File: config.mk
export PLATFORM = sky130hd
export DESIGN_NAME = fpu_resp_buffer_flat
export DESIGN_NICKNAME = d
export VERILOG_FILES = /design/src/rtl/fpu_resp_buffer_if.sv /design/src/rtl/fpu_resp_buffer.sv /design/src/flat_wrapper.sv
export SDC_FILE = /design/constraint.sdc
export NUM_CORES = 1
export LEC_CHECK = 0
export BUFFER_PORTS_ARGS = -buffer_cell sky130_fd_sc_hd__clkbuf_2
export CORE_ASPECT_RATIO = 1.5
export CORE_MARGIN = 1
export CORE_UTILIZATION = 52
export CTS_CLUSTER_DIAMETER = 150
export DETAILED_ROUTE_END_ITERATION = 8
export GPL_TIMING_DRIVEN = 0
export PLACE_DENSITY = 0.79
export SLEW_MARGIN = 30
export SYNTH_ARGS = -nofsm -noshare
export SYNTH_HDL_FRONTEND = slang
export SYNTH_SLANG_ARGS = --single-unit
File: constraint.sdc
create_clock -name clk -period 2.34 [get_ports clk]
set_input_delay 0.234 -clock clk [delete_from_list [all_inputs] [get_ports clk]]
set_output_delay 0.234 -clock clk [all_outputs]
set_load 0.03 [all_outputs]
File: src/rtl/fpu_resp_buffer_if.sv
// FPU response buffer bus bundle: core-side (apu_*) and FPU-side (fpu_*)
// handshakes plus the response payload. Signal suffixes are from the
// buffer's point of view; the buffer uses the slave modport.
interface fpu_resp_buffer_if #(
   parameter int ID_WIDTH        = 9,
   parameter int DATA_WIDTH      = 32,
   parameter int FLAGS_OUT_WIDTH = 5
);
   logic                       apu_req_i;
   logic                       apu_gnt_o;
   logic                       fpu_req_o;
   logic                       fpu_gnt_i;
   logic                       fpu_rvalid_i;
   logic [DATA_WIDTH-1:0]      fpu_rdata_i;
   logic [FLAGS_OUT_WIDTH-1:0] fpu_rflags_i;
   logic [ID_WIDTH-1:0]        fpu_rID_i;
   logic                       apu_rvalid_o;
   logic                       apu_rready_i;
   logic [DATA_WIDTH-1:0]      apu_rdata_o;
   logic [FLAGS_OUT_WIDTH-1:0] apu_rflags_o;
   logic [ID_WIDTH-1:0]        apu_rID_o;
   logic                       overflow_o;

   modport slave (
      input  apu_req_i, fpu_gnt_i, fpu_rvalid_i, fpu_rdata_i, fpu_rflags_i,
             fpu_rID_i, apu_rready_i,
      output apu_gnt_o, fpu_req_o, apu_rvalid_o, apu_rdata_o, apu_rflags_o,
             apu_rID_o, overflow_o
   );

   modport master (
      output apu_req_i, fpu_gnt_i, fpu_rvalid_i, fpu_rdata_i, fpu_rflags_i,
             fpu_rID_i, apu_rready_i,
      input  apu_gnt_o, fpu_req_o, apu_rvalid_o, apu_rdata_o, apu_rflags_o,
             apu_rID_o, overflow_o
   );
endinterface

File: src/rtl/fpu_resp_buffer.sv
// FPU response buffer. Requests are throttled by a credit counter so that
// in-flight plus buffered results never exceed DEPTH (1..16); results from
// the (unstallable) FPU land in an in-order FIFO read by the core.
// Optional macro FPU_RESP_OVF_CHECK_EN: sticky overflow_o plus a simulation
// assertion on a dropped result. Without it overflow_o is tied low.
module fpu_resp_buffer #(
   parameter int ID_WIDTH        = 9,
   parameter int DATA_WIDTH      = 32,
   parameter int FLAGS_OUT_WIDTH = 5,
   parameter int DEPTH           = 4
) (
   input logic             clk,
   input logic             rst_n,
   fpu_resp_buffer_if.slave bus
);
   localparam int CW = $clog2(DEPTH + 1);
   localparam int PW = (DEPTH > 1) ? $clog2(DEPTH) : 1;
   localparam int EW = DATA_WIDTH + FLAGS_OUT_WIDTH + ID_WIDTH;

   logic [CW-1:0] credit_q, credit_d;
   logic [CW-1:0] occ_q, occ_d;
   logic [PW-1:0] wptr_q, wptr_d;
   logic [PW-1:0] rptr_q, rptr_d;
   logic [EW-1:0] mem_q [DEPTH];

   logic          credit_ok;
   logic          issue;
   logic          pop;
   logic          full;
   logic          push;
   logic [EW-1:0] head;

   function automatic logic [PW-1:0] ptr_inc(input logic [PW-1:0] p);
      return (p == PW'(DEPTH - 1)) ? '0 : p + PW'(1);
   endfunction

   assign credit_ok     = (credit_q != '0);
   assign bus.fpu_req_o = bus.apu_req_i & credit_ok;
   assign bus.apu_gnt_o = bus.fpu_gnt_i & credit_ok;

   assign issue = bus.fpu_req_o & bus.fpu_gnt_i;
   assign pop   = bus.apu_rvalid_o & bus.apu_rready_i;
   assign full  = (occ_q == CW'(DEPTH));
   // A full FIFO can still take a result when the head leaves the same cycle.
   assign push  = bus.fpu_rvalid_i & (~full | pop);

   assign head             = mem_q[rptr_q];
   assign bus.apu_rvalid_o = (occ_q != '0);
   // Payload is forced to zero while empty so reset shows a clean bus.
   assign {bus.apu_rdata_o, bus.apu_rflags_o, bus.apu_rID_o} =
      bus.apu_rvalid_o ? head : '0;

   // Next-state for credits, occupancy and pointers.
   always_comb begin
      credit_d = credit_q;
      occ_d    = occ_q;
      wptr_d   = wptr_q;
      rptr_d   = rptr_q;

      if (issue && !pop) begin
         credit_d = credit_q - CW'(1);
      end else if (pop && !issue && credit_q != CW'(DEPTH)) begin
         credit_d = credit_q + CW'(1);
      end

      if (push && !pop) begin
         occ_d = occ_q + CW'(1);
      end else if (pop && !push) begin
         occ_d = occ_q - CW'(1);
      end

      if (push) wptr_d = ptr_inc(wptr_q);
      if (pop)  rptr_d = ptr_inc(rptr_q);
   end

   // Control state registers with async active-low reset.
   always_ff @(posedge clk or negedge rst_n) begin
      if (!rst_n) begin
         credit_q <= CW'(DEPTH);
         occ_q    <= '0;
         wptr_q   <= '0;
         rptr_q   <= '0;
      end else begin
         credit_q <= credit_d;
         occ_q    <= occ_d;
         wptr_q   <= wptr_d;
         rptr_q   <= rptr_d;
      end
   end

   // Response storage; contents are only visible through the valid-gated head.
   always_ff @(posedge clk) begin
      if (push) begin
         mem_q[wptr_q] <= {bus.fpu_rdata_i, bus.fpu_rflags_i, bus.fpu_rID_i};
      end
   end

`ifdef FPU_RESP_OVF_CHECK_EN
   logic drop;
   logic ovf_q;

   assign drop           = bus.fpu_rvalid_i & full & ~pop;
   assign bus.overflow_o = ovf_q;

   // Sticky record of any result lost to a full FIFO.
   always_ff @(posedge clk or negedge rst_n) begin
      if (!rst_n) begin
         ovf_q <= 1'b0;
      end else if (drop) begin
         ovf_q <= 1'b1;
      end
   end

`ifndef SYNTHESIS
   a_no_drop : assert property (@(posedge clk) disable iff (!rst_n) !drop)
      else $error("fpu_resp_buffer: result dropped, FIFO full");
`endif
`else
   assign bus.overflow_o = 1'b0;
`endif

endmodule

File: src/flat_wrapper.sv
// flat-port wrapper written by rule: the top's interface ports become plain ports
module fpu_resp_buffer_flat 
#(
   parameter int ID_WIDTH        = 9,
   parameter int DATA_WIDTH      = 32,
   parameter int FLAGS_OUT_WIDTH = 5,
   parameter int DEPTH           = 4
)
  (clk, rst_n, bus_apu_req_i, bus_fpu_gnt_i, bus_fpu_rvalid_i, bus_fpu_rdata_i, bus_fpu_rflags_i, bus_fpu_rID_i, bus_apu_rready_i, bus_apu_gnt_o, bus_fpu_req_o, bus_apu_rvalid_o, bus_apu_rdata_o, bus_apu_rflags_o, bus_apu_rID_o, bus_overflow_o);
  fpu_resp_buffer_if #(.ID_WIDTH(ID_WIDTH), .DATA_WIDTH(DATA_WIDTH), .FLAGS_OUT_WIDTH(FLAGS_OUT_WIDTH)) bus_i ();
  input logic clk;
  input logic rst_n;
  input wire logic [$bits(bus_i.apu_req_i)-1:0] bus_apu_req_i;
  input wire logic [$bits(bus_i.fpu_gnt_i)-1:0] bus_fpu_gnt_i;
  input wire logic [$bits(bus_i.fpu_rvalid_i)-1:0] bus_fpu_rvalid_i;
  input wire logic [$bits(bus_i.fpu_rdata_i)-1:0] bus_fpu_rdata_i;
  input wire logic [$bits(bus_i.fpu_rflags_i)-1:0] bus_fpu_rflags_i;
  input wire logic [$bits(bus_i.fpu_rID_i)-1:0] bus_fpu_rID_i;
  input wire logic [$bits(bus_i.apu_rready_i)-1:0] bus_apu_rready_i;
  output wire logic [$bits(bus_i.apu_gnt_o)-1:0] bus_apu_gnt_o;
  output wire logic [$bits(bus_i.fpu_req_o)-1:0] bus_fpu_req_o;
  output wire logic [$bits(bus_i.apu_rvalid_o)-1:0] bus_apu_rvalid_o;
  output wire logic [$bits(bus_i.apu_rdata_o)-1:0] bus_apu_rdata_o;
  output wire logic [$bits(bus_i.apu_rflags_o)-1:0] bus_apu_rflags_o;
  output wire logic [$bits(bus_i.apu_rID_o)-1:0] bus_apu_rID_o;
  output wire logic [$bits(bus_i.overflow_o)-1:0] bus_overflow_o;
  assign bus_i.apu_req_i = bus_apu_req_i;
  assign bus_i.fpu_gnt_i = bus_fpu_gnt_i;
  assign bus_i.fpu_rvalid_i = bus_fpu_rvalid_i;
  assign bus_i.fpu_rdata_i = bus_fpu_rdata_i;
  assign bus_i.fpu_rflags_i = bus_fpu_rflags_i;
  assign bus_i.fpu_rID_i = bus_fpu_rID_i;
  assign bus_i.apu_rready_i = bus_apu_rready_i;
  assign bus_apu_gnt_o = bus_i.apu_gnt_o;
  assign bus_fpu_req_o = bus_i.fpu_req_o;
  assign bus_apu_rvalid_o = bus_i.apu_rvalid_o;
  assign bus_apu_rdata_o = bus_i.apu_rdata_o;
  assign bus_apu_rflags_o = bus_i.apu_rflags_o;
  assign bus_apu_rID_o = bus_i.apu_rID_o;
  assign bus_overflow_o = bus_i.overflow_o;
  fpu_resp_buffer #(.ID_WIDTH(ID_WIDTH), .DATA_WIDTH(DATA_WIDTH), .FLAGS_OUT_WIDTH(FLAGS_OUT_WIDTH), .DEPTH(DEPTH)) u_core (.clk(clk), .rst_n(rst_n), .bus(bus_i));
endmodule
**After elaboration in Yosys (flattened, before gate mapping)**

Memory sizes are Yosys's and may differ from the RTL's.
Cells that the tools add are included.

- Add/subtract/negate cells: 6
- Multipliers: 0
- Div/mod/pow operators: 0
- Magnitude comparators: 0
- Equal/unequal tests: 4
- Shifts and indexed selects: 0
- Multiplexer cells: 9
- Bitwise operators: 7
- Reduce and logical (&&, ||, !) cells: 12

Operator list:

| operator | count |
|---|---|
| $mux W46 | 1 |
| $mux W3 | 4 |
| $add A3 B1 Y3 const B | 2 |
| $reduce_bool A3 Y1 | 2 |
| $sub A3 B1 Y3 const B | 2 |
| $and A1 B1 Y1 | 5 |
| $logic_and A1 B1 Y1 | 5 |
| $add A2 B1 Y2 const B | 2 |
| $eq A2 B2 Y1 const B | 2 |
| $mux W2 | 2 |
| $reduce_bool A2 Y1 | 2 |
| $eq A3 B3 Y1 const B | 1 |
| $logic_not A1 Y1 | 3 |
| $ne A3 B3 Y1 const B | 1 |
| $mux W1 | 2 |
| $not A1 Y1 | 1 |
| $or A1 B1 Y1 | 1 |

- Bits in registers: 10
- Latch bits: 0
- RAM bits: 184
- Memory bits (read-only): 0
- Input bits: 52
- Output and inout port bits: 50
- Word-level logic and storage cells: 43
- Memories: 1

Memories:

| memory | words | bits a word | rd ports | clocked after memory_dff | wr ports | RTL line | text |
|---|---|---|---|---|---|---|---|
| u_core.mem_q | 4 | 46 | 1 | 0 | 1 | fpu_resp_buffer.sv:24 | `logic [EW-1:0] mem_q [DEPTH];` |

**Longest topological paths before layout**

- Word-level depth: 8
- Mapped depth: 8
- Gate-level depth less buffers: 8

**Worst setup path after synthesis**

No wires, ideal clock.

- Path kind: flip-flop to flip-flop
- Start point: register u_core.occ_q[2]
- End point: memory u_core.mem_q[0][0] in the netlist's numbering, enable pin
- Library setup time: 408 ps
- Data arrival time: 1905 ps
- Setup slack: 27 ps
- Stages on the path, launching flop included: 4
- Buffers on the path: 0
- Period minus slack after synthesis: 2313 ps
- Cells stage by stage: dfrtp_1 > inv_1 > o41a_1 > and2_1

- Cells in the longest elaborated chain, start to end: 6

Ends and longest elaborated chain:

| what | RTL line | text |
|---|---|---|
| start: declaration | fpu_resp_buffer.sv:21 | `logic [CW-1:0] occ_q, occ_d;` |
| start signal: assignment | fpu_resp_buffer.sv:80 | `occ_q <= '0;` |
| start signal: assignment | fpu_resp_buffer.sv:85 | `occ_q <= occ_d;` |
| $reduce_bool A3 Y1 or $eq A3 B3 Y1 (tied branches) | fpu_resp_buffer.sv:48, fpu_resp_buffer.sv:43 |  |
| $and A1 B1 Y1 or $not A1 Y1 (tied branches) | fpu_resp_buffer.sv:42, fpu_resp_buffer.sv:45 |  |
| $or A1 B1 Y1 * | fpu_resp_buffer.sv:45 | `assign push = bus.fpu_rvalid_i & (~full \| pop);` |
| $and A1 B1 Y1 * | fpu_resp_buffer.sv:45 |  |
| net u_core.push | fpu_resp_buffer.sv:30 | `logic push;` |
| $mux W1 * | fpu_resp_buffer.sv:93 | `if (push) begin` |
| $mux W1 (not written as such) * | fpu_resp_buffer.sv:94 | `mem_q[wptr_q] <= {bus.fpu_rdata_i, bus.fpu_rflags_i, bus.fpu_rID_i};` |
| end: declaration | fpu_resp_buffer.sv:24 |  |

Mark *: on every way through the listed nets, which the timed path passes. The rest lies on a longest branch.

**Worst setup path in the final report**

- Start point: register u_core.occ_q[1]
- End point: register u_core.credit_q[2]

- Cells in the longest elaborated chain, start to end: 5

Ends and longest elaborated chain:

| what | RTL line | text |
|---|---|---|
| $reduce_bool A3 Y1 * | fpu_resp_buffer.sv:48 | `assign bus.apu_rvalid_o = (occ_q != '0);` |
| $and A1 B1 Y1 * | fpu_resp_buffer.sv:42 | `assign pop = bus.apu_rvalid_o & bus.apu_rready_i;` |
| $logic_not A1 Y1 or $logic_and A1 B1 Y1 (tied branches) | fpu_resp_buffer.sv:60, fpu_resp_buffer.sv:62 |  |
| $logic_and A1 B1 Y1 (on tied branches) | fpu_resp_buffer.sv:60, fpu_resp_buffer.sv:62 |  |
| $mux W3 or $reduce_bool A2 Y1 (tied branches) | -- |  |
| end signal: assignment | fpu_resp_buffer.sv:79 | `credit_q <= CW'(DEPTH);` |
| end signal: assignment | fpu_resp_buffer.sv:84 | `credit_q <= credit_d;` |
| end: declaration | fpu_resp_buffer.sv:20 | `logic [CW-1:0] credit_q, credit_d;` |

Mark *: on every way between the ends. The rest lies on a longest branch, timed or not.
A chain may end at the register's enable or synchronous reset.

==> impl_metrics.json <==
{
  "status": "completed",
  "switching_power_uw": 4571,
  "power_density_mw_per_mm2": 1374,
  "yosys-top-cells-area": "edfxtp_1 72%, mux4_2 14%, nor2b_1 3.9%, dfrtp_1 2.9%, ha_1 0.98%",
  "synth_edf_count": 184,
  "clock_path_buffers": 2,
  "die_area_mm2": 0.01521,
  "path_cells": "o31ai_4, and2_1, o21ai_0, fa_2, or3_1, a31oi_1, o21ai_0",
  "ys_top_cells_by_count": "184 x edfxtp_1, 48 x nor2b_1, 46 x mux4_2",
  "yosysSeqAreaShare_pct": 75.50,
  "synthMostInstantiatedCell": "edfxtp_1",
  "portBuffers": 100,
  "clock_skew_ns": 0.009316,
  "clk_latency_ns": 0.42,
  "antenna_cells": 0,
  "crit_type": "flop to flop",
  "holdWs_ns": 0.03382,
  "track_usage_pct": 19.21,
  "crit_path_top_delay_cell": "dfrtp_1",
  "grt_max_degree": 29,
  "cts_buffers": 17,
  "cts_tree": "yes",
  "worst_setup_path_end_kind": "flop",
  "max_stage_delay_ns": 0.47,
  "period_needed_ns": 2.258,
  "dr.pass1.iters": 4,
  "antenna_found_initial": 0,
  "async_reset_ff_share_pct": 5.155,
  "clkPwrFrac_pct": 21.2,
  "fill_cells": 995,
  "synthesis.nets": 426,
  "worstPathRequired_ns": 2.67,
  "crit_buf_inv": 0,
  "root_buffer": "clkbuf_16",
  "vias": 3812,
  "power.leakage_uw": 0.003265,
  "ys_seq_elements": 194,
  "fmax_mhz": 442.9,
  "period_share_pct": 96.49,
  "peakVddDrop_mv": 0.6246,
  "htreeDepth": 4,
  "fin_ws_ns": 0.08221,
  "rsz0062_at_grt": "no",
  "core_mm2": 0.01419,
  "hpwlAfterDp_um": 8748,
  "setup_viol": 0,
  "internal_power_uw": 8018,
  "grt_first_pass_wirelength_um": 20870,
  "path_delay_family": "compound AO/OA/AOI/OAI gates",
  "syn_area_per_cell_um2": 20.90,
  "area_delta_synth_final_pct": 19.77,
  "synth.largest_area_cell": "edfxtp_1",
  "drt_iter0_drc": 230,
  "arrival_ns": 2.59,
  "yosysWarnings": 0,
  "antenna_left": 0,
  "synthesis.area_mm2": 0.007651,
  "instances_no_fill": 703,
  "cts.sinks": 194,
  "synth_top_area_share_pct": 72.22,
  "seq_area_mm2": 0.005779,
  "cpMostUsedCell": "o21ai_0",
  "start_util_pct": 53.91,
  "hold_class": "input port to flop",
  "cap_violations": 0,
  "ios": 102,
  "fin_nets": 558,
  "ys_types": 32,
  "wire_per_inst_um": 19.58,
  "final-hold-violation-count": 0,
  "grt_pass1_vias": 3865,
  "drt_wl_total_um": 13760,
  "post-place-ws_ns": -0.06797,
  "place_congestion": 0.7305,
  "multi_input_area_mm2": 0.001758,
  "setup_tns_ns": 0,
  "fp-row-count": 53,
  "pwr-share-seq_pct": 38.1,
  "crit_fanout": 5,
  "gr-total-overflow": 0,
  "die_y_um": 150.6,
  "start_kind": "flop",
  "die_x_um": 101.0,
  "drv_slew": 0,
  "share_comb_of_total_power_pct": 40.7,
  "synthesis.instances": 366,
  "ys_dominant_reg_cell": "edfxtp_1",
  "p_sw_share_pct": 36.31,
  "max_slew_margin_pct": 62.33,
  "clkTransAtPathRegs_ns": 0.07,
  "tightest_slew_ns": 0.5650,
  "layout-drive-gt1-share_pct": 42.47,
  "routed_via_density": 5.422,
  "drc": 0,
  "dp_cells": 662
}
## through the flow
step                      area (um2)  util, %  power (uW)
after detailed placement        8482    59.77        9864
after CTS                       9082    64.00       12590
final                           9164    64.57       12590
after floorplan                 7651        -        8422
after global placement          8392    59.13        9658
after global routing            9164    64.57       13170
## logic make-up after synthesis
family | count (synthesis) | synth area share (%)
other cells | 1 | 0.04901
fa+ha+maj | 8 | 1.504
flops | 194 | 75.50
compound gates | 14 | 1.341
simple gates | 72 | 5.446
mux | 48 | 13.83
buf+inv | 24 | 1.750
xor+xnor | 5 | 0.5723
## worst register-to-register path, cell delays in order (launching register included)
cell and delay [ns]:
dfrtp_1 0.47, o31ai_4 0.25, and2_1 0.21, o21ai_0 0.15, fa_2 0.46, or3_1 0.39, a31oi_1 0.16, o21ai_0 0.11
## path summary, 6_finish.rpt
path	start	end	slack (ns)	cells past startpoint
max	u_core.occ_q[1]$_DFFE_PN0P_	u_core.credit_q[2]$_DFFE_PN1P_	0.08	7
min	bus_fpu_rdata_i[8]	u_core.mem_q[1][22]$_DFFE_PP_	0.03	1
max reg2reg	u_core.occ_q[1]$_DFFE_PN0P_	u_core.credit_q[2]$_DFFE_PN1P_	0.08	7
min reg2reg	u_core.credit_q[0]$_DFFE_PN0P_	u_core.credit_q[0]$_DFFE_PN0P_	0.59	2
max in group asynchronous	rst_n	u_core.credit_q[2]$_DFFE_PN1P_	1.84	2
min in group asynchronous	rst_n	u_core.credit_q[0]$_DFFE_PN0P_	0.23	2
## registers in the layout (all words and copies together), names as in the netlist
name,flops
u_core.wptr_q,2
u_core.credit_q,3
u_core.occ_q,3
u_core.rptr_q,2
u_core.mem_q,184
## power by group through the flow
stage	combinational [uW]	clock, uW	sequential (uW)
finish	5120	2670	4800
global route	5460	2860	4850
CTS	5080	2720	4790
detailed placement	5000	0	4860
global placement	4800	0	4850
floorplan	3620	0	4810
## routing by layer
layer | part of all wire, % | vias to the layer above | track usage (%)
li1 | - | 1730 | -
met1 | 38 | 1951 | 23.16
met2 | 56 | 118 | 33.54
met3 | 4.8 | 13 | 4.364
met4 | 1.4 | 0 | 7.246
met5 | 0 | - | 0
## final cells by class
cell class,instances,share of cell area [%]
sequential,194,63.07
multi-input combinational,148,19.18
inverter,7,0.2867
clock buffer,18,4.683
tap,192,2.622
clock inverter,14,1.352
buffer,17,1.652
timing repair buffer,113,7.155
## cells in the final DEF (no fill, tap or decap), types with 2 or more instances in the layout
master and count:
edfxtp_1 184, clkbuf_2 100, nor2b_1 48, mux4_2 46, clkbuf_16 17, buf_4 16
inv_1 7, buf_12 7, nand2_1 7, clkinv_4 7, dfrtp_1 7, ha_1 6
o21ai_0 4, and2_4 4, nor2_1 4, xnor2_1 4, inv_8 4, clkbuf_4 3
nor3_1 3, a21oi_1 3, clkbuf_1 2, buf_2 2, mux2_2 2, a31oi_1 2
dfrtp_2 2
## timing repair
action / CTS / global route
setup endpoints to repair: 40 / 41
pin swaps: 1 / 1
buffers inserted: 1 / 7
endpoints found under the hold margin: 10 / 0
gates resized for setup: 13 / 11
hold buffers: 1 / 0
No activity file was read; power rests on OpenSTA's default activity.
